`src/rtl/instr_encoder_pkg.sv`:
```
// Shared definitions for the instruction encoder: format codes, the NOP
// word substituted for rejected requests, immediate range limits and the
// immediate decode used to recover in_imm from an encoded word.
package instr_encoder_pkg;

  typedef enum logic [1:0] {
    FMT_I    = 2'd0,
    FMT_S    = 2'd1,
    FMT_B    = 2'd2,
    FMT_RSVD = 2'd3
  } fmt_e;

  // addi x0, x0, 0
  localparam logic [31:0] NOP = 32'h0000_0013;

  // 12-bit signed immediate (I/S) and 13-bit even branch offset (B)
  localparam logic signed [31:0] IMM12_MIN = -32'sd2048;
  localparam logic signed [31:0] IMM12_MAX = 32'sd2047;
  localparam logic signed [31:0] IMMB_MIN  = -32'sd4096;
  localparam logic signed [31:0] IMMB_MAX  = 32'sd4094;

  // One buffer entry: error flag on top of the 32-bit word
  localparam int ENTRY_W = 33;

  // Reassemble the sign-extended immediate scattered through an encoded word
  function automatic logic signed [31:0] imm_decode(input fmt_e fmt, input logic [31:0] w);
    logic signed [31:0] r;
    case (fmt)
      FMT_I:   r = {{20{w[31]}}, w[31:20]};
      FMT_S:   r = {{20{w[31]}}, w[31:25], w[11:7]};
      FMT_B:   r = {{19{w[31]}}, w[31], w[7], w[30:25], w[11:8], 1'b0};
      default: r = '0;
    endcase
    return r;
  endfunction

endpackage

```
`src/rtl/instr_enc_fifo.sv`:
```
// Output buffer for the encoder: DEPTH entries of {err, word}, in-order,
// power-of-two depth so both pointers wrap naturally. Only control state
// (pointers, occupancy) is reset; entry storage is qualified by occupancy.
module instr_enc_fifo
  import instr_encoder_pkg::*;
#(
  parameter int DEPTH = 2,
  parameter int WIDTH = ENTRY_W
) (
  input  logic             clk,
  input  logic             rst_n,
  input  logic             push,
  input  logic [WIDTH-1:0] push_data,
  input  logic             pop,
  output logic [WIDTH-1:0] head,
  output logic             not_empty,
  output logic             not_full
);

  localparam int AW = (DEPTH > 1) ? $clog2(DEPTH) : 1;
  localparam int CW = $clog2(DEPTH + 1);
  localparam logic [CW-1:0] FULL_C = CW'(DEPTH);

  logic [WIDTH-1:0] mem [DEPTH];
  logic [AW-1:0]    wptr;
  logic [AW-1:0]    rptr;
  logic [CW-1:0]    count;
  logic             do_push;
  logic             do_pop;

  assign not_full  = (count < FULL_C);
  assign not_empty = (count != '0);
  assign do_push   = push & not_full;
  assign do_pop    = pop & not_empty;
  assign head      = mem[rptr];

  // Pointer and occupancy tracking; push+pop together leaves occupancy alone
  always_ff @(posedge clk or negedge rst_n) begin
    if (!rst_n) begin
      wptr  <= '0;
      rptr  <= '0;
      count <= '0;
    end else begin
      if (do_push) wptr <= wptr + 1'b1;
      if (do_pop)  rptr <= rptr + 1'b1;
      case ({do_push, do_pop})
        2'b10:   count <= count + 1'b1;
        2'b01:   count <= count - 1'b1;
        default: count <= count;
      endcase
    end
  end

  // Entry storage, written at the accepting edge
  always_ff @(posedge clk) begin
    if (do_push) mem[wptr] <= push_data;
  end

endmodule

```
`src/rtl/instr_encoder.sv`:
```
// Encodes I/S/B-type field sets into 32-bit instruction words. Encoding and
// range checks are combinational on the request; the result (or NOP with
// the error flag) is buffered in order and presented with valid/ready.
module instr_encoder
  import instr_encoder_pkg::*;
#(
  parameter int DEPTH = 2
) (
  input  logic        clk,
  input  logic        rst_n,
  input  logic        in_valid,
  output logic        in_ready,
  input  logic [1:0]  in_fmt,
  input  logic [6:0]  in_opcode,
  input  logic [4:0]  in_rd,
  input  logic [4:0]  in_rs1,
  input  logic [4:0]  in_rs2,
  input  logic [2:0]  in_funct3,
  input  logic [31:0] in_imm,
  output logic        out_valid,
  input  logic        out_ready,
  output logic [31:0] out_instr,
  output logic        out_err,
  output logic [15:0] enc_count
);

  function automatic logic out_of_range(input logic signed [31:0] v,
                                        input logic signed [31:0] lo,
                                        input logic signed [31:0] hi);
    return (v < lo) || (v > hi);
  endfunction

  function automatic logic [15:0] sat_inc16(input logic [15:0] v);
    return (v == 16'hFFFF) ? v : v + 16'd1;
  endfunction

  logic signed [31:0]   imm_s_p0;
  logic [31:0]          word_p0;
  logic                 err_p0;
  logic                 push;
  logic                 pop;
  logic                 head_vld;
  logic [ENTRY_W-1:0]   head;

  assign imm_s_p0 = signed'(in_imm);

  // Field packing and immediate legality for the presented request
  always_comb begin
    err_p0  = 1'b0;
    word_p0 = NOP;
    case (fmt_e'(in_fmt))
      FMT_I: begin
        err_p0  = out_of_range(imm_s_p0, IMM12_MIN, IMM12_MAX);
        word_p0 = {in_imm[11:0], in_rs1, in_funct3, in_rd, in_opcode};
      end
      FMT_S: begin
        err_p0  = out_of_range(imm_s_p0, IMM12_MIN, IMM12_MAX);
        word_p0 = {in_imm[11:5], in_rs2, in_rs1, in_funct3, in_imm[4:0], in_opcode};
      end
      FMT_B: begin
        err_p0  = out_of_range(imm_s_p0, IMMB_MIN, IMMB_MAX) || in_imm[0];
        word_p0 = {in_imm[12], in_imm[10:5], in_rs2, in_rs1, in_funct3,
                   in_imm[4:1], in_imm[11], in_opcode};
      end
      default: err_p0 = 1'b1;
    endcase
    if (err_p0) word_p0 = NOP;
  end

  assign push = in_valid & in_ready;
  assign pop  = out_valid & out_ready;

  // ---- buffer stage: accepted request stored at the accepting edge ----
  instr_enc_fifo #(
    .DEPTH (DEPTH),
    .WIDTH (ENTRY_W)
  ) u_fifo (
    .clk       (clk),
    .rst_n     (rst_n),
    .push      (push),
    .push_data ({err_p0, word_p0}),
    .pop       (pop),
    .head      (head),
    .not_empty (head_vld),
    .not_full  (in_ready)
  );

  // Outputs read zero whenever no entry is presented
  assign out_valid = head_vld;
  assign out_instr = head_vld ? head[31:0] : 32'h0;
  assign out_err   = head_vld & head[32];

  // Count successful encodes, holding at all-ones
  always_ff @(posedge clk or negedge rst_n) begin
    if (!rst_n) begin
      enc_count <= '0;
    end else if (push && !err_p0) begin
      enc_count <= sat_inc16(enc_count);
    end
  end

endmodule

```
`config.mk`:
```
export PLATFORM = sky130hd
export DESIGN_NAME = instr_encoder
export DESIGN_NICKNAME = d
export VERILOG_FILES = /design/src/rtl/instr_encoder_pkg.sv /design/src/rtl/instr_enc_fifo.sv /design/src/rtl/instr_encoder.sv
export SDC_FILE = /design/constraint.sdc
export NUM_CORES = 1
export LEC_CHECK = 0
export BUFFER_PORTS_ARGS = -buffer_cell sky130_fd_sc_hd__buf_2
export CAP_MARGIN = 5
export CORE_MARGIN = 2
export CORE_UTILIZATION = 35
export CTS_BUF_LIST = sky130_fd_sc_hd__clkbuf_8
export CTS_CLUSTER_DIAMETER = 120
export DETAILED_ROUTE_END_ITERATION = 8
export PLACE_DENSITY = 0.65
export SYNTH_ARGS = -nofsm -noshare
export SYNTH_HDL_FRONTEND = slang
export SYNTH_HIERARCHICAL = 1
export SYNTH_SLANG_ARGS = --single-unit
```
`constraint.sdc`:
```
create_clock -name clk -period 7.3 [get_ports clk]
set_input_delay 0.365 -clock clk [delete_from_list [all_inputs] [get_ports clk]]
set_output_delay 0.365 -clock clk [all_outputs]
set_load 0.05 [all_outputs]
```
==> results.cfg <==
[pwr]
p_leak_uw = 0.00226
switching_share = 0.406
p_per_area_nw_per_um2 = 301
power.switching_uw = 627
cellInternalPower_uw = 916
vdd_drop_max_uv = 111
p_seq_frac = 0.412
p_clk_frac = 0.190
comb_power_share = 0.398

[synth]
syn_area_per_cell_um2 = 13.3
synth_area_leaders = edfxtp_1 (46%), dfrtp_1 (12%), mux2_4 (10%), and2_1 (5.1%), nor2b_1 (3.4%)
synth_nets = 387
syn_inst = 322
ys_seq_area_frac = 0.578
ys_warn_count = 6
synth_edf_count = 66
synth_common_cells = edfxtp_1 (66), and2_1 (35), mux2_4 (29), nor2b_1 (23), dfrtp_1 (20)
synth_top_area_cell = edfxtp_1
synth_cell_types = 41
netlist.area_leader.share = 0.462
mappedNetlistArea_um2 = 4290
ys_seq_elements = 86
synth-main-ff-cell = edfxtp_1
yosysMostFrequentCell = edfxtp_1
synthArstFlopShare = 0.233

[routing]
drc_errors = 0
drt-initial-drc-count = 108
routed-via-count = 2815
wl_per_cell_um = 14.4
totalWireLength_um = 8420
postRouteAntennaNets = 0
vias_per_cell = 4.82
dr.pass1.iters = 5

[placed_design]
dp_hpwl_um = 5860
port_buffers = 113
gp_congestion = 0.814

[timing]
slew_headroom = 0.301
worst_slew_pin_slew_ns = 1.05
slew_viol_final = 0
rsz0062_at_grt = no
fin_setup_tns_ns = 0
finalSetupViolCount = 0
period_needed_ns = 2.62
fin_skew_ns = 0.00851
fin_crit_sh = 0.359
final_hold_viol_count = 0
max_freq_mhz = 382

[global_route]
grt_max_degree = 49
grt_pass1_wl_um = 13300
grt-ovfl-total = 0
antenna_found_initial = 0
first_global_vias = 2770
track_usage = 0.132

[worst_setup_path]
worstPathRequired_ns = 6.93
worstSetupPathType = reg2out
crit_fanout = 34
cp-start-kind = flop
arrival_ns = 2.25
cp-end-kind = primary output

[layout]
finish.net_count = 497
post-route-util = 0.426
layout-drive-gt1-share = 0.398
diodes = 0
area_growth_pct = 19.2

[cts]
clkLatencyLatePin_ns = 0.36
numCtsBuffers = 9
path_clk_slew_ns = 0.08
clock_path_buffers = 2
htreeDepth = 3
cts_tree = yes
cts.sinks = 86
clockRootBuffer = clkbuf_8
cts_resized = 0

[die]
start_util = 0.357
die-area_um2 = 13200
coreArea_um2 = 12000
die_x_um = 115
core.rowCount = 40
num_io_pins = 114
die_h_um = 115

[status]
status = complete, no violations

[run]
maxCapViolations = 0

[hold_path]
worst_hold_path_type = in2reg
timing repair:
action	4_1_cts	5_1_grt
setup buffers	0	0
endpoints found under the setup margin	0	0
hold endpoints to repair	20	0
hold buffers	1	0
metal layers:
| layer | GRT usage | routed length, um | vias up |
|---|---|---|---|
| met5 | 0 | 0 | - |
| met4 | 0.0554 | 150 | 0 |
| met3 | 0.0285 | 413 | 16 |
| met2 | 0.225 | 4230 | 77 |
| met1 | 0.163 | 3620 | 1340 |
| li1 | - | - | 1382 |
critical path, stage by stage, from the launching register on:
cell	delay [ns]
dfrtp_2	1.07
mux2_2	0.43
and2_1	0.18
buf_2	0.21
layout make-up:
cell class	instances	area (um2)
clock inverters	7	50.0
fillers	1133	6890
well taps	147	184
clock buffers	9	124
repair buffers	115	583
inverters	2	7.51
flip-flops and latches	86	2480
multi-input cells	218	1690
flip-flops by register name, indices dropped and copies added, names as in the netlist:
name and flops:
enc_count 16, u_fifo/count 2, u_fifo/mem 66, u_fifo/rptr 1, u_fifo/wptr 1
layout by cell type (no fill, tap or decap), types with 2 or more instances in the layout:
master | synthesis | routed
nor2_1 | 15 | 14
inv_1 | 2 | 2
nor2b_1 | 23 | 23
nand4_1 | 9 | 9
edfxtp_1 | 66 | 66
a21oi_1 | 10 | 10
clkinv_4 | 0 | 2
mux2_4 | 29 | 29
xnor2_1 | 4 | 4
clkinvlp_4 | 0 | 2
dfrtp_1 | 20 | 19
nand2b_1 | 5 | 5
mux2i_1 | 2 | 2
ha_1 | 2 | 2
or4_1 | 3 | 3
clkbuf_8 | 0 | 9
and3_1 | 3 | 2
buf_2 | 2 | 113
nand3_1 | 5 | 5
a211oi_1 | 9 | 9
and4_1 | 2 | 2
and2_1 | 35 | 35
nand2_1 | 14 | 14
nor3_1 | 10 | 10
mux2_2 | 5 | 5
or2_1 | 3 | 3
xor2_1 | 15 | 15
nor4_1 | 3 | 3
power groups by stage:
stage | combinational, uW | clock, uW | sequential [uW]
4_1_cts | 624 | 308 | 638
2_1_floorplan | 568 | 0 | 594
3_5_place_dp | 622 | 0 | 649
5_1_grt | 654 | 322 | 643
6_report | 614 | 293 | 635
3_3_place_gp | 618 | 0 | 647
cells by family (layout without fill, tap and decap cells):
family | count (synthesis) | in the layout | share of synthesized area
buffers and inverters | 18 | 133 | 0.0321
AO/OA/AOI/OAI | 21 | 21 | 0.0321
multiplexers | 37 | 37 | 0.122
AND/OR/NAND/NOR | 139 | 139 | 0.191
flip-flops | 86 | 86 | 0.578
adder cells (fa/ha/maj) | 2 | 2 | 0.00583
XOR/XNOR | 19 | 19 | 0.0388
through the flow:
step | worst slack, ns | hold WS, ns | area (um2) | instances | power (uW)
2_1_floorplan | 4.29 | 0.0694 | 4290 | 322 | 1160
3_3_place_gp | 4.86 | 0.340 | 4940 | 567 | 1270
3_5_place_dp | 4.80 | 0.341 | 4940 | 567 | 1270
4_1_cts | 4.63 | 0.268 | 5120 | 584 | 1570
5_1_grt | 4.58 | 0.288 | 5120 | 584 | 1620
6_report | 4.68 | 0.293 | 5120 | 584 | 1540
final timing paths:
kind	start	to	slack, ns	cells after the start
max in group asynchronous	rst_n	u_fifo/rptr	6.48	2
worst max register to register	u_fifo/count[1]	u_fifo/mem[0][6]	5.19	5
worst min register to register	enc_count[15]	enc_count[15]	0.50	1
min in group asynchronous	rst_n	enc_count[2]	0.47	2
worst min-delay path	in_opcode[1]	u_fifo/mem[0][1]	0.29	2
worst max-delay path	u_fifo/rptr	out_instr[10]	4.68	3
Note: power is estimated with default switching activity, not from simulation.
